<file path="config.mk">
export PLATFORM = sky130hd
export DESIGN_NAME = iter_shift_ctrl
export DESIGN_NICKNAME = d
export VERILOG_FILES = /design/src/rtl/iter_shift_ctrl.sv
export SDC_FILE = /design/constraint.sdc
export NUM_CORES = 1
export LEC_CHECK = 0
export ABC_AREA = 1
export CORE_MARGIN = 4
export CORE_UTILIZATION = 55
export CTS_CLUSTER_DIAMETER = 80
export DETAILED_ROUTE_END_ITERATION = 16
export GPL_ROUTABILITY_DRIVEN = 0
export PLACE_DENSITY = 0.93
export SKIP_LAST_GASP = 1
export SLEW_MARGIN = 20
export SYNTH_ARGS = -nofsm -noshare
export SYNTH_HDL_FRONTEND = slang
export SYNTH_SLANG_ARGS = --single-unit
</file>
<file path="constraint.sdc">
create_clock -name clk -period 3.2 [get_ports clk]
set_clock_uncertainty 0.2 [all_clocks]
set_input_delay 0.64 -clock clk [delete_from_list [all_inputs] [get_ports clk]]
set_output_delay 0.64 -clock clk [all_outputs]
set_load 0.05 [all_outputs]
</file>
<file path="src/rtl/iter_shift_ctrl.sv">
// Multi-cycle shift/rotate unit: one shift-by-1 step per clock until the amount is consumed.
// Optional macro ITER_SHIFT_ROT_SHORT_EN turns long rotates into the shorter opposite rotate.
module iter_shift_ctrl #(
    parameter int WIDTH = 16,
    parameter int CNT_W = 4
) (
    input  logic             clk,
    input  logic             rst_n,
    input  logic             start,
    input  logic [1:0]       op,
    input  logic [CNT_W-1:0] amt,
    input  logic [WIDTH-1:0] data_in,
    output logic             busy,
    output logic             done,
    output logic [WIDTH-1:0] result
);

    typedef enum logic [1:0] {
        IDLE  = 2'd0,
        SHIFT = 2'd1,
        FIN   = 2'd2
    } state_t;

    state_t             state_q;
    logic [WIDTH-1:0]   acc_q;
    logic [CNT_W-1:0]   cnt_q;
    logic [1:0]         op_q;
    logic               busy_q;
    logic               done_q;
    logic [WIDTH-1:0]   result_q;

    logic [WIDTH-1:0]   acc_d;
    logic [CNT_W-1:0]   cntLoad;
    logic [1:0]         opLoad;

    function automatic logic [WIDTH-1:0] step(input logic [WIDTH-1:0] a, input logic [1:0] o);
        case (o)
            2'b00:   step = {a[WIDTH-2:0], a[WIDTH-1]};
            2'b01:   step = {a[WIDTH-2:0], 1'b0};
            2'b10:   step = {a[0], a[WIDTH-1:1]};
            default: step = {1'b0, a[WIDTH-1:1]};
        endcase
    endfunction

    assign acc_d = step(acc_q, op_q);

`ifdef ITER_SHIFT_ROT_SHORT_EN
    localparam int HALF = 2 ** (CNT_W - 1);
    logic useShort;

    // A rotate by more than half the width equals the opposite rotate by the complement.
    assign useShort = !op[0] && (amt > HALF[CNT_W-1:0]);
    assign cntLoad  = useShort ? (CNT_W'(0) - amt) : amt;
    assign opLoad   = useShort ? {~op[1], op[0]} : op;
`else
    assign cntLoad  = amt;
    assign opLoad   = op;
`endif

    always_ff @(posedge clk or negedge rst_n) begin
        if (!rst_n) begin
            state_q  <= IDLE;
            acc_q    <= '0;
            cnt_q    <= '0;
            op_q     <= 2'b00;
            busy_q   <= 1'b0;
            done_q   <= 1'b0;
            result_q <= '0;
        end else begin
            case (state_q)
                IDLE: begin
                    done_q <= 1'b0;
                    if (start) begin
                        acc_q  <= data_in;
                        cnt_q  <= cntLoad;
                        op_q   <= opLoad;
                        busy_q <= 1'b1;
                        if (cntLoad == '0) begin
                            state_q  <= FIN;
                            done_q   <= 1'b1;
                            result_q <= data_in;
                        end else begin
                            state_q  <= SHIFT;
                        end
                    end
                end
                SHIFT: begin
                    acc_q <= acc_d;
                    cnt_q <= cnt_q - 1'b1;
                    // Result is captured on the way into FIN so it lines up with done.
                    if (cnt_q == CNT_W'(1)) begin
                        state_q  <= FIN;
                        done_q   <= 1'b1;
                        result_q <= acc_d;
                    end
                end
                FIN: begin
                    state_q <= IDLE;
                    done_q  <= 1'b0;
                    busy_q  <= 1'b0;
                end
                default: begin
                    state_q <= IDLE;
                    done_q  <= 1'b0;
                    busy_q  <= 1'b0;
                end
            endcase
        end
    end

    assign busy   = busy_q;
    assign done   = done_q;
    assign result = result_q;

endmodule

</file>
==> reports/metrics.cfg, run 1 <==
[global_routing]
antenna_found_initial=0
grt.overflow.total=0
grt_max_degree=43
grt_pass1_wl_um=8070
met2_usage_pct=31.9
track_usage_pct=20.6
met1_usage_pct=26.2
grtUsageMet3_pct=6.33
grt_pass1_vias=1890
busiest_layer=met2

[sta]
worst_pin_slew_ns=0.926
finalHoldViolCount=0
setup_viol=0
period_share_pct=72.6
period_needed_ns=2.32
drv_slew=0
max_clock_freq_mhz=431
rsz0062_at_grt=no
setup-tns-final_ns=0
slew_headroom_pct=38.3

[logic_synthesis]
synth.area.top_cells=dfrtp_1, nand2_1, nand3_1
avgSynthCellArea_sq_um=7.45
synth_top_area_share_pct=49.2
post_synth_instance_area_sq_um=2140
syn_inst=287
yosysWarnings=0
synth.distinct_cells=21
synth-seq-area-share_pct=49.2
yosysTopAreaCell=dfrtp_1
synth-seq-cells=42
syn-num-nets=314

[worst_setup_path]
path_cells=clkdlybuf4s50_1
endpoint_kind=output port
cp.required_ns=2.36
critPathKind=reg2out
cpLargestDelayFamily=buffers and inverters
cp.arrival_ns=1.48
crit_path_top_delay_cell=clkdlybuf4s50_1
path_max_fanout=2
path_buf_inv=1
max_stage_delay_ns=0.81
cp-start-kind=register

[cts]
h-tree-depth=2
cts_setup_buffers=0
cts.sinks=42
path_clk_slew_ns=0.08
cts_buffers=5
ctsResizeCount=0
cts_buffer_depth=2
clkLatencyLatePin_ns=0.30
cts_tree=built
root_buffer=clkbuf_8
ctsHoldBuffers=0

[final_layout]
synthToLayoutAreaGrowth_pct=23.1
layout_commonest_cell=nand2_1
utilization_pct=70.8
final_nets=351
layout_common_cells=nand2_1, dfrtp_1, clkdlybuf4s50_1
drive_gt1_share_pct=6.77
n_fill_cell=295
antennaDiodeCount=0

[outcome]
status=complete, no violations

[run]
drv_cap=0

[place]
hpwl_um=3170
port_buffers=42

[floorplan]
coreArea_sq_um=3720
ioPinCount=43
dieArea_sq_um=4950
start_util_pct=57.5
die_w_um=70.4
row_count=22
die_h_um=70.4

[hold_path]
hp-class=in2async

[power]
cellPowerDensity_nw_per_um2=1180
power_frac_clock_pct=11.5
swShare_pct=50.9
vdd_drop_max_mv=0.785
p_leak_nw=1.37
p_sw_mw=1.58
p_comb_share_pct=57.9
p_int_mw=1.53
p_seq_share_pct=30.5

[drt]
drt_first_pass_iters=4
ant_nets=0
wirelength_um=4710
vias=1891
post-route-drc-count=0
wl_per_cell_um=12.6
detailedRoute.firstIterationViolations=99
via_per_inst=5.07

[routing by layer]
layer | up-vias | wire length (um)
li1 | 956 | -
met1 | 861 | 2090
met2 | 63 | 2240
met3 | 11 | 272
met4 | 0 | 101
met5 | - | 0
[final cells by class]
class / count / area, sq um / share of cell area (%)
Timing Repair Buffer: 42 / 415 / 15.8
Clock inverter: 2 / 12.5 / 0.476
Multi-Input combinational cell: 208 / 913 / 34.7
Sequential cell: 42 / 1050 / 39.9
Inverter: 25 / 96.3 / 3.66
Tap cell: 48 / 60.1 / 2.28
Clock buffer: 6 / 82.6 / 3.14
[cells by family (layout without fill, tap and decap cells)]
kind of cell	Yosys count	count (layout)	share of synthesized area, %
AO/OA/AOI/OAI	28	28	7.61
flip-flops	42	42	49.2
adder cells (fa/ha/maj)	2	2	1.17
buffers and inverters	37	75	8.13
AND/OR/NAND/NOR	177	177	33.5
XOR/XNOR	1	1	0.410
[power groups by stage]
stage | Sequential, mW | Combinational [mW] | Clock (mW)
2_1_floorplan | 1.27 | 1.06 | 0
3_3_place_gp | 0.948 | 1.74 | 0
3_5_place_dp | 0.954 | 1.79 | 0
4_1_cts | 0.948 | 1.81 | 0.365
5_1_grt | 0.981 | 2.03 | 0.386
6_report | 0.951 | 1.80 | 0.359
[cell usage after synthesis]
| master | number |
|---|---|
| nand3_4 | 1 |
| nor2_4 | 1 |
| inv_4 | 1 |
| dfrtp_1 | 42 |
| nand2_2 | 3 |
| nor2_1 | 8 |
| o21ai_4 | 1 |
| buf_6 | 3 |
| inv_1 | 21 |
| o21ai_1 | 3 |
| ha_1 | 2 |
| nand3_1 | 19 |
| xor2_1 | 1 |
| nand2_1 | 145 |
| buf_4 | 1 |
| a21oi_1 | 2 |
| inv_2 | 3 |
| buf_2 | 5 |
| clkbuf_1 | 3 |
| o21ai_0 | 19 |
| o21ai_2 | 3 |
[final timing paths]
kind                       cells past startpoint       start  slack (ns)    endpoint
max reg2reg                                    7  state_q[0]        1.10   result[3]
max in group asynchronous                      1       rst_n        1.95     op_q[1]
max                                            1        done        0.88        done
min reg2reg                                    2  result[10]        0.28  result[10]
min                                            1       rst_n        0.26  state_q[1]
min in group clk                               2  result[10]        0.28  result[10]
[sequential cells by signal, indices dropped and copies added (netlist names)]
register / flops
acc_q: 16
done: 1
op_q: 2
busy: 1
cnt_q: 4
result: 16
state_q: 2
[per-stage QoR]
step	cell area (sq um)	hold slack [ns]	power, mW	cells	worst slack (ns)
2_1_floorplan	2140	0.144	2.33	287	1.58
6_report	2630	0.262	3.11	373	0.877
3_3_place_gp	2540	0.263	2.69	365	0.923
3_5_place_dp	2540	0.265	2.75	365	0.862
5_1_grt	2630	0.311	3.40	373	0.839
4_1_cts	2630	0.286	3.13	373	0.860
(Power assumes the default switching activity.)
==> run 2, diff against run 1 <==
--- a/config.mk
+++ b/config.mk
@@ -7,11 +7,11 @@
 export LEC_CHECK = 0
 export ABC_AREA = 1
 export CORE_MARGIN = 4
-export CORE_UTILIZATION = 55
+export CORE_UTILIZATION = 51
 export CTS_CLUSTER_DIAMETER = 80
 export DETAILED_ROUTE_END_ITERATION = 16
 export GPL_ROUTABILITY_DRIVEN = 0
-export PLACE_DENSITY = 0.93
+export PLACE_DENSITY = 0.87
 export SKIP_LAST_GASP = 1
 export SLEW_MARGIN = 20
 export SYNTH_ARGS = -nofsm -noshare
==> constraint.sdc (replaced) <==
create_clock -name clk -period 2.4 [get_ports clk]
set_clock_uncertainty 0.2 [all_clocks]
set_input_delay 0.48 -clock clk [delete_from_list [all_inputs] [get_ports clk]]
set_output_delay 0.48 -clock clk [all_outputs]
set_load 0.05 [all_outputs]
==> reports/metrics.cfg, run 2 (same netlist as run 1, synthesis figures left out) <==
[worst_setup_path]
cp.required_ns=1.72  ; -0.64 ns
critPathKind=reg2out
cpLargestDelayFamily=buffers and inverters
path_cells=clkdlybuf4s50_1
path_buf_inv=1  ; unchanged
path_max_fanout=2  ; unchanged
crit_path_top_delay_cell=clkdlybuf4s50_1
r2r-end=result[10]
max_stage_delay_ns=0.81  ; about the same
cp.arrival_ns=1.47  ; about the same
endpoint_kind=output port
r2r_setup_slack_ns=0.69  ; -0.41 ns
reg2reg_from=state_q[0]
rr_worst_depth=7  ; unchanged
cp-start-kind=register

[sta]
rsz0062_at_grt=no
drv_slew=0  ; unchanged
worst_pin_slew_ns=0.521  ; -0.405 ns
setup-tns-final_ns=0  ; unchanged
finalHoldViolCount=0  ; unchanged
period_needed_ns=2.15
max_clock_freq_mhz=465
period_share_pct=89.7
slew_headroom_pct=65.3  ; +27 points
setup_viol=0  ; unchanged

[floorplan]
ioPinCount=43  ; unchanged
row_count=23  ; +4.5%
dieArea_sq_um=5290  ; +6.9%
die_w_um=72.8  ; +3.4%
coreArea_sq_um=4030  ; +8.4%
start_util_pct=53.1  ; -4.5 points
die_h_um=72.8  ; +3.4%

[run]
drv_cap=0  ; unchanged

[final_layout]
synthToLayoutAreaGrowth_pct=24.6
layout_common_cells=nand2_1, dfrtp_1, clkdlybuf4s50_1
drive_gt1_share_pct=7.90  ; +1.1 points
design_area_sq_um=2660  ; +1.2%
layout_commonest_cell=nand2_1
antennaDiodeCount=0  ; unchanged
final_nets=355  ; +1.1%

[power]
p_leak_nw=1.39  ; +1.4%
vdd_drop_max_mv=0.746  ; -4.9%
cellPowerDensity_nw_per_um2=1570  ; +33%

[cts]
root_buffer=clkbuf_8
ctsResizeCount=0  ; unchanged
clkLatencyLatePin_ns=0.30  ; about the same
h-tree-depth=2  ; unchanged
cts_tree=built
ctsHoldBuffers=0  ; unchanged
cts_setup_buffers=0  ; unchanged
cts_buffers=5  ; unchanged
cts_buffer_depth=2  ; unchanged
cts.sinks=42  ; unchanged
path_clk_slew_ns=0.08  ; about the same

[drt]
vias=1918  ; +1.4%
wirelength_um=4660  ; -0.98%
drt_first_pass_iters=4  ; unchanged
via_per_inst=5.06  ; -0.18%
ant_nets=0  ; unchanged
post-route-drc-count=0  ; unchanged
detailedRoute.firstIterationViolations=168  ; +70%
wl_per_cell_um=12.3  ; -2.5%

[global_routing]
track_usage_pct=20.1  ; -0.47 points
grt_pass1_wl_um=8340  ; +3.3%
antenna_found_initial=0  ; unchanged
grt_pass1_vias=1938  ; +2.5%
grt.overflow.total=0  ; unchanged
grt_max_degree=43  ; unchanged

[outcome]
status=complete, no violations

[place]
place_area_sq_um=2570  ; +1.3%
port_buffers=42  ; unchanged
hpwl_um=3190  ; +0.71%

[hold_path]
hp-class=in2async

## run 2: changes by cell type in the layout (fill, tap and decap cells not counted), sizes merged
cell,delta
buf,+4
## run 2: cell type report
cell class,instances,area [sq um]
Sequential cell,42,1050
Timing Repair Buffer,46,445
Clock inverter,2,12.5
Tap cell,50,62.6
Multi-Input combinational cell,208,913
Clock buffer,6,82.6
Fill cell,344,1370
Inverter,25,96.3
## run 2: per-layer routing
layer	track usage (%)	part of all wire, %	vias up	wire [um]
met5	0	0	-	0
met4	6.76	1.5	0	70
met3	4.82	4.8	8	226
met2	33.9	48	56	2260
met1	25.4	45	893	2110
li1	-	-	961	-
## run 2: report_power, final
| group | leakage, nW | switching [mW] | internal, mW | total (mW) |
|---|---|---|---|---|
| combinational | 0.824 | 1.69 | 0.780 | 2.47 |
| clock | 0.0472 | 0.243 | 0.231 | 0.474 |
| sequential | 0.518 | 0.183 | 1.06 | 1.24 |
| total | 1.39 | 2.11 | 2.07 | 4.19 |
## run 2: worst max-delay path by stage
stage / from / end / slack (ns) / cells past startpoint
2_1_floorplan: amt[2] / result[10] / 0.94 / 8
3_3_place_gp: start / acc_q[12] / 0.30 / 6
3_5_place_dp: start / acc_q[10] / 0.28 / 6
4_1_cts: result[1] / result[1] / 0.24 / 1
5_1_grt: result[1] / result[1] / 0.19 / 1
6_report: done / done / 0.25 / 1
## run 2: metrics by stage
step	setup WS (ns)	util (%)	std cells	hold WS [ns]	power, mW
floorplan	0.941	-	287	-0.0156	3.11
global placement	0.298	63.8	371	0.262	3.63
detailed placement	0.276	63.8	371	0.265	3.71
CTS	0.245	66.1	379	0.0553	4.20
global route	0.195	66.1	379	0.0870	4.57
finish	0.248	66.1	379	0.0375	4.19
==> patch 1 (settings of run 2) <==
Make the reset (`rst_n`) synchronous in one clocked block.
--- a/src/rtl/iter_shift_ctrl.sv
+++ b/src/rtl/iter_shift_ctrl.sv
@@ -59,3 +59,3 @@
 
-    always_ff @(posedge clk or negedge rst_n) begin
+    always_ff @(posedge clk) begin
         if (!rst_n) begin
Check against the original RTL: differs if rst_n is asserted again (counterexample within 4 cycles, from zero or initial values and one cycle with rst_n low); with rst_n held inactive, the same outputs for 10 cycles.
==> patch 1 against run 2 <==
  * Via count grew 7.7%
  * Wire length is 2.1% higher
  * Register-to-register slack better by 0.02 ns
  * Die area shrank 0.41%
  * Sequential cell count is the same
  * Final area down 0.70%
  * Setup slack improved by 0.025 ns
  * Critical endpoint is now result[3]
  * Area after synthesis fell by 0.47%
Power is not compared: it rests on default switching activity, and its combinational part moved more than twofold at a synthesized area within 25%.
==> patch 1: results (changes against run 2) <==
largest net degree at the start of global routing 35 (-19%); layout cells sized above 1 5.676% (-2.2 points); Area after DPL 2554 sq um (-0.58%); worst path arrival time 1.45 ns (-0.02 ns); Distinct cells, synth 24 (+14%); Seq/Total Area, Yosys 39.51% (-9.6 points); global-route wire length before repair 8176 um (-2.0%); Post-synth top cells nand2_1, nor2_1, inv_1; Worst-Skew Late Latency 0.29 ns; reg2reg path depth 8 (+1); DR vias/cell 4.919 (-2.8%); Global Route Usage Sum 19.42% (-0.71 points); DR iter-0 viols 135 (-20%); Critical R2R Capture result[1]; Leak Pwr 1.337 nW; Placed Cells 412 (+11%); Hold Crit Class flop to flop; reg-to-reg startpoint cnt_q[1]; ranking of synthesized cells by area dfxtp_1, nand2_1, nor2_1; status finished clean; # fillers 367 (+6.7%); ys flop type dfxtp_1; DRT Wirelength 4760 um (+2.1%); Cells after Synth 331 (+15%); relative slew slack 66.80% (+1.5 points); flop2flop setup slack 0.71 ns (+0.02 ns); syn_nets 358 (+14%); ys async rst share 0% (-100 points); HPWL Detailed 3258 um (+2.1%); DR pass1 iterations 5 (+1); post-route insts no fill 420 (+11%)
==> patch 1: changes by cell type after synthesis, sizes merged, moves of 2 or more <==
cell / change
a21oi: +13
nand3: -14
o21ai: -2
nor2: +52
buf: +5
inv: +26
o211ai: +14
dfxtp: +42
nand2: -52
dfrtp: -42
==> patch 1: layer usage <==
layer	vias up	wire length [um]	track usage (%)
li1	1087	-	-
met1	901	2124	24.83
met2	65	2253	32.16
met3	13	280	4.821
met4	0	102	6.148
met5	-	0	0
==> patch 1: area by class of cell <==
type	instances	area share, %
Multi-Input combinational cell	221	37.46
Sequential cell	42	31.79
Timing Repair Buffer	48	17.60
Inverter	51	7.332
Clock buffer	7	3.264
Tap cell	50	2.365
Clock inverter	1	0.1892
==> patch 1: logic make-up (layout without fill, tap and decap cells) <==
family	Yosys count	after routing	share of synthesized area, %
buffers and inverters	68	107	13.93
AND/OR/NAND/NOR	163	163	30.28
AO/OA/AOI/OAI	56	56	15.11
adder cells (fa/ha/maj)	2	2	1.176
flip-flops	42	42	39.51
==> patch 1: stage by stage <==
stage                     hold slack [ns]  setup slack [ns]
after floorplan                    0.2700            0.9622
after global placement             0.2535            0.2952
after detailed placement           0.2606            0.2324
after CTS                          0.2711            0.2665
after global routing               0.3008            0.2120
final                              0.2666            0.2732
==> patch 1: how the worst max path moves through the flow <==
stage	slack, ns	start	cells past startpoint	to
floorplan	0.96	amt[2]	7	result[12]
global placement	0.30	start	6	result[11]
detailed placement	0.23	start	7	result[14]
CTS	0.27	result[0]	1	result[0]
global route	0.21	result[3]	1	result[3]
finish	0.27	result[3]	1	result[3]
==> patch 2 (flow settings as in run 2) <==
Without the edit above. The parameter `CNT_W` goes from 4 to 6.
--- a/src/rtl/iter_shift_ctrl.sv
+++ b/src/rtl/iter_shift_ctrl.sv
@@ -4,3 +4,3 @@
     parameter int WIDTH = 16,
-    parameter int CNT_W = 4
+    parameter int CNT_W = 6
 ) (
Ports: changed (resized amt); port bits go from 43 to 45. The function was not compared with the original's and may differ.
==> patch 2 against run 2 <==
  * Wire length rose by 13%
  * Sequential cell count is 2 higher
  * Combinational power increased by 14%
  * Area after synthesis grew 13%
  * Hold slack better by 0.25 ns
  * Final area grew 11%
  * Cell count up 4.0%
  * Setup slack worse by 0.024 ns
  * Power is 12% higher
  * Critical endpoint is now result[2]
  * Highest routed layer unchanged
==> patch 2: results (changes against run 2) <==
status finished clean; Worst-Skew Late Latency 0.30 ns (about the same); ys async rst share 100.0% (unchanged); Global Route Usage Sum 19.24% (-0.89 points); max incr delay on CP 0.82 ns; post-synth top area share 45.62% (-3.5 points); clock buffer depth 2 (unchanged); Seq/Total Area, Yosys 45.62% (-3.5 points); syn_nets 329 (+4.8%); ranking of synthesized cells by area dfrtp_1, nand2_1, nand3_1; H-Tree Depth 2 (unchanged); largest net degree at the start of global routing 25 (-42%); Placed Cells 386 (+4.0%); Root Driver clkbuf_8; vias in the first global route 1978 (+2.1%); Syn. warnings 0 (unchanged); antenna violations before repair 0 (unchanged); layout cells sized above 1 12.57% (+4.7 points); DR iter-0 viols 182 (+8.3%); # fillers 378 (+9.9%); n_diodes 0 (unchanged); global-route wire length before repair 9211 um (+10%); fin nets 371 (+4.5%); Worst Tran Pin Value 0.5190 ns (-0.001895 ns); port buffer count 44 (+4.8%); # resized after CTS 0 (unchanged); Hold Crit Class flop to flop; Final Hold Viols 0 (unchanged); crit-path max FO 2 (unchanged); DR pass1 iterations 4 (unchanged); DRT Wirelength 5267 um (+13%); clock-pin slew on the worst setup and hold paths 0.08 ns (about the same); worst path arrival time 1.50 ns (+0.03 ns); synthesized-area fraction occupied by adder cells 1.037% (-0.13 points); Via Count 2071 (+8.0%); Leak Pwr 1.478 nW (+6.4%); Distinct cells, synth 26 (+24%); delay-heaviest family, CP buffers and inverters; Syn Area/Cell 8.045 sq um (+8.0%); HPWL Detailed 3678 um (+15%); CTS Buf Count 5 (unchanged); Post-synth top cells nand2_1, dfrtp_1, inv_1, nand3_1; compound-gate portion of the synthesized area 12.49% (+4.9 points); xor/xnor cell area share of the yosys netlist 0.3629% (-0.047 points); Crit-path slowest cell clkdlybuf4s50_1; post-synthesis mux area share 0% (unchanged); Max VDD drop 0.7717 mV (+3.4%); DR vias/cell 5.256 (+3.9%)
-- patch 2: cell types whose count changed in the layout (fill, tap and decap cells not counted), sizes merged, moves of 2 or more --
cell           change
nand2             -21
o211ai            +15
nor2               +8
nand3              +5
o21ai              -4
clkdlybuf4s50      +2
dfrtp              +2
-- patch 2: what timing repair did --
action,CTS,global route
hold endpoints to repair,11,0
hold buffers,1,0
buffers inserted,0,0
-- patch 2: cell type report --
type | instances | area, sq um | share of cell area [%]
multi-input cells | 216 | 1102 | 37.36
flip-flops and latches | 44 | 1101 | 37.32
repair buffers | 49 | 488.0 | 16.54
inverters | 26 | 97.59 | 3.308
clock buffers | 7 | 96.34 | 3.265
well taps | 52 | 65.06 | 2.205
-- patch 2: kinds of logic after synthesis --
group	after synthesis
AND/OR/NAND/NOR	171
flip-flops	44
AO/OA/AOI/OAI	42
buffers and inverters	40
adder cells (fa/ha/maj)	2
XOR/XNOR	1
-- patch 2: per-layer routing --
metal	up-vias	global-route usage, %	wire (um)
li1	1044	-	-
met3	13	4.801	305
met4	0	5.978	84
met5	-	0	0
met2	59	31.10	2488
met1	955	25.42	2388
-- patch 2: power by group --
part,switching [W],total [W],internal (W)
clock network,0.000249,0.000506,0.000257
registers,0.000255,0.00137,0.00112
logic,0.00187,0.00281,0.000940
-- patch 2: stage by stage --
stage / hold slack (ns) / utilization [%] / total power, W / instance area (sq um) / worst slack [ns]
2_1_floorplan: -0.01559 / - / 0.003579 / 2414 / 0.8802
3_3_place_gp: 0.1871 / 63.56 / 0.004115 / 2844 / 0.3213
3_5_place_dp: 0.1864 / 63.56 / 0.004196 / 2844 / 0.2604
4_1_cts: 0.2900 / 65.94 / 0.004721 / 2950 / 0.2319
5_1_grt: 0.3142 / 65.94 / 0.005100 / 2950 / 0.1935
6_report: 0.2864 / 65.94 / 0.004694 / 2950 / 0.2239
-- patch 2: final timing paths --
path,startpoint,cells past startpoint,slack [ns],end
max,result[2],1,0.22,result[2]
min,result[11],2,0.29,result[11]
max reg2reg,state_q[0],6,0.59,result[2]
min in group asynchronous,rst_n,2,0.40,acc_q[3]
max in group asynchronous,rst_n,3,1.03,acc_q[1]
min reg2reg,result[11],2,0.29,result[11]
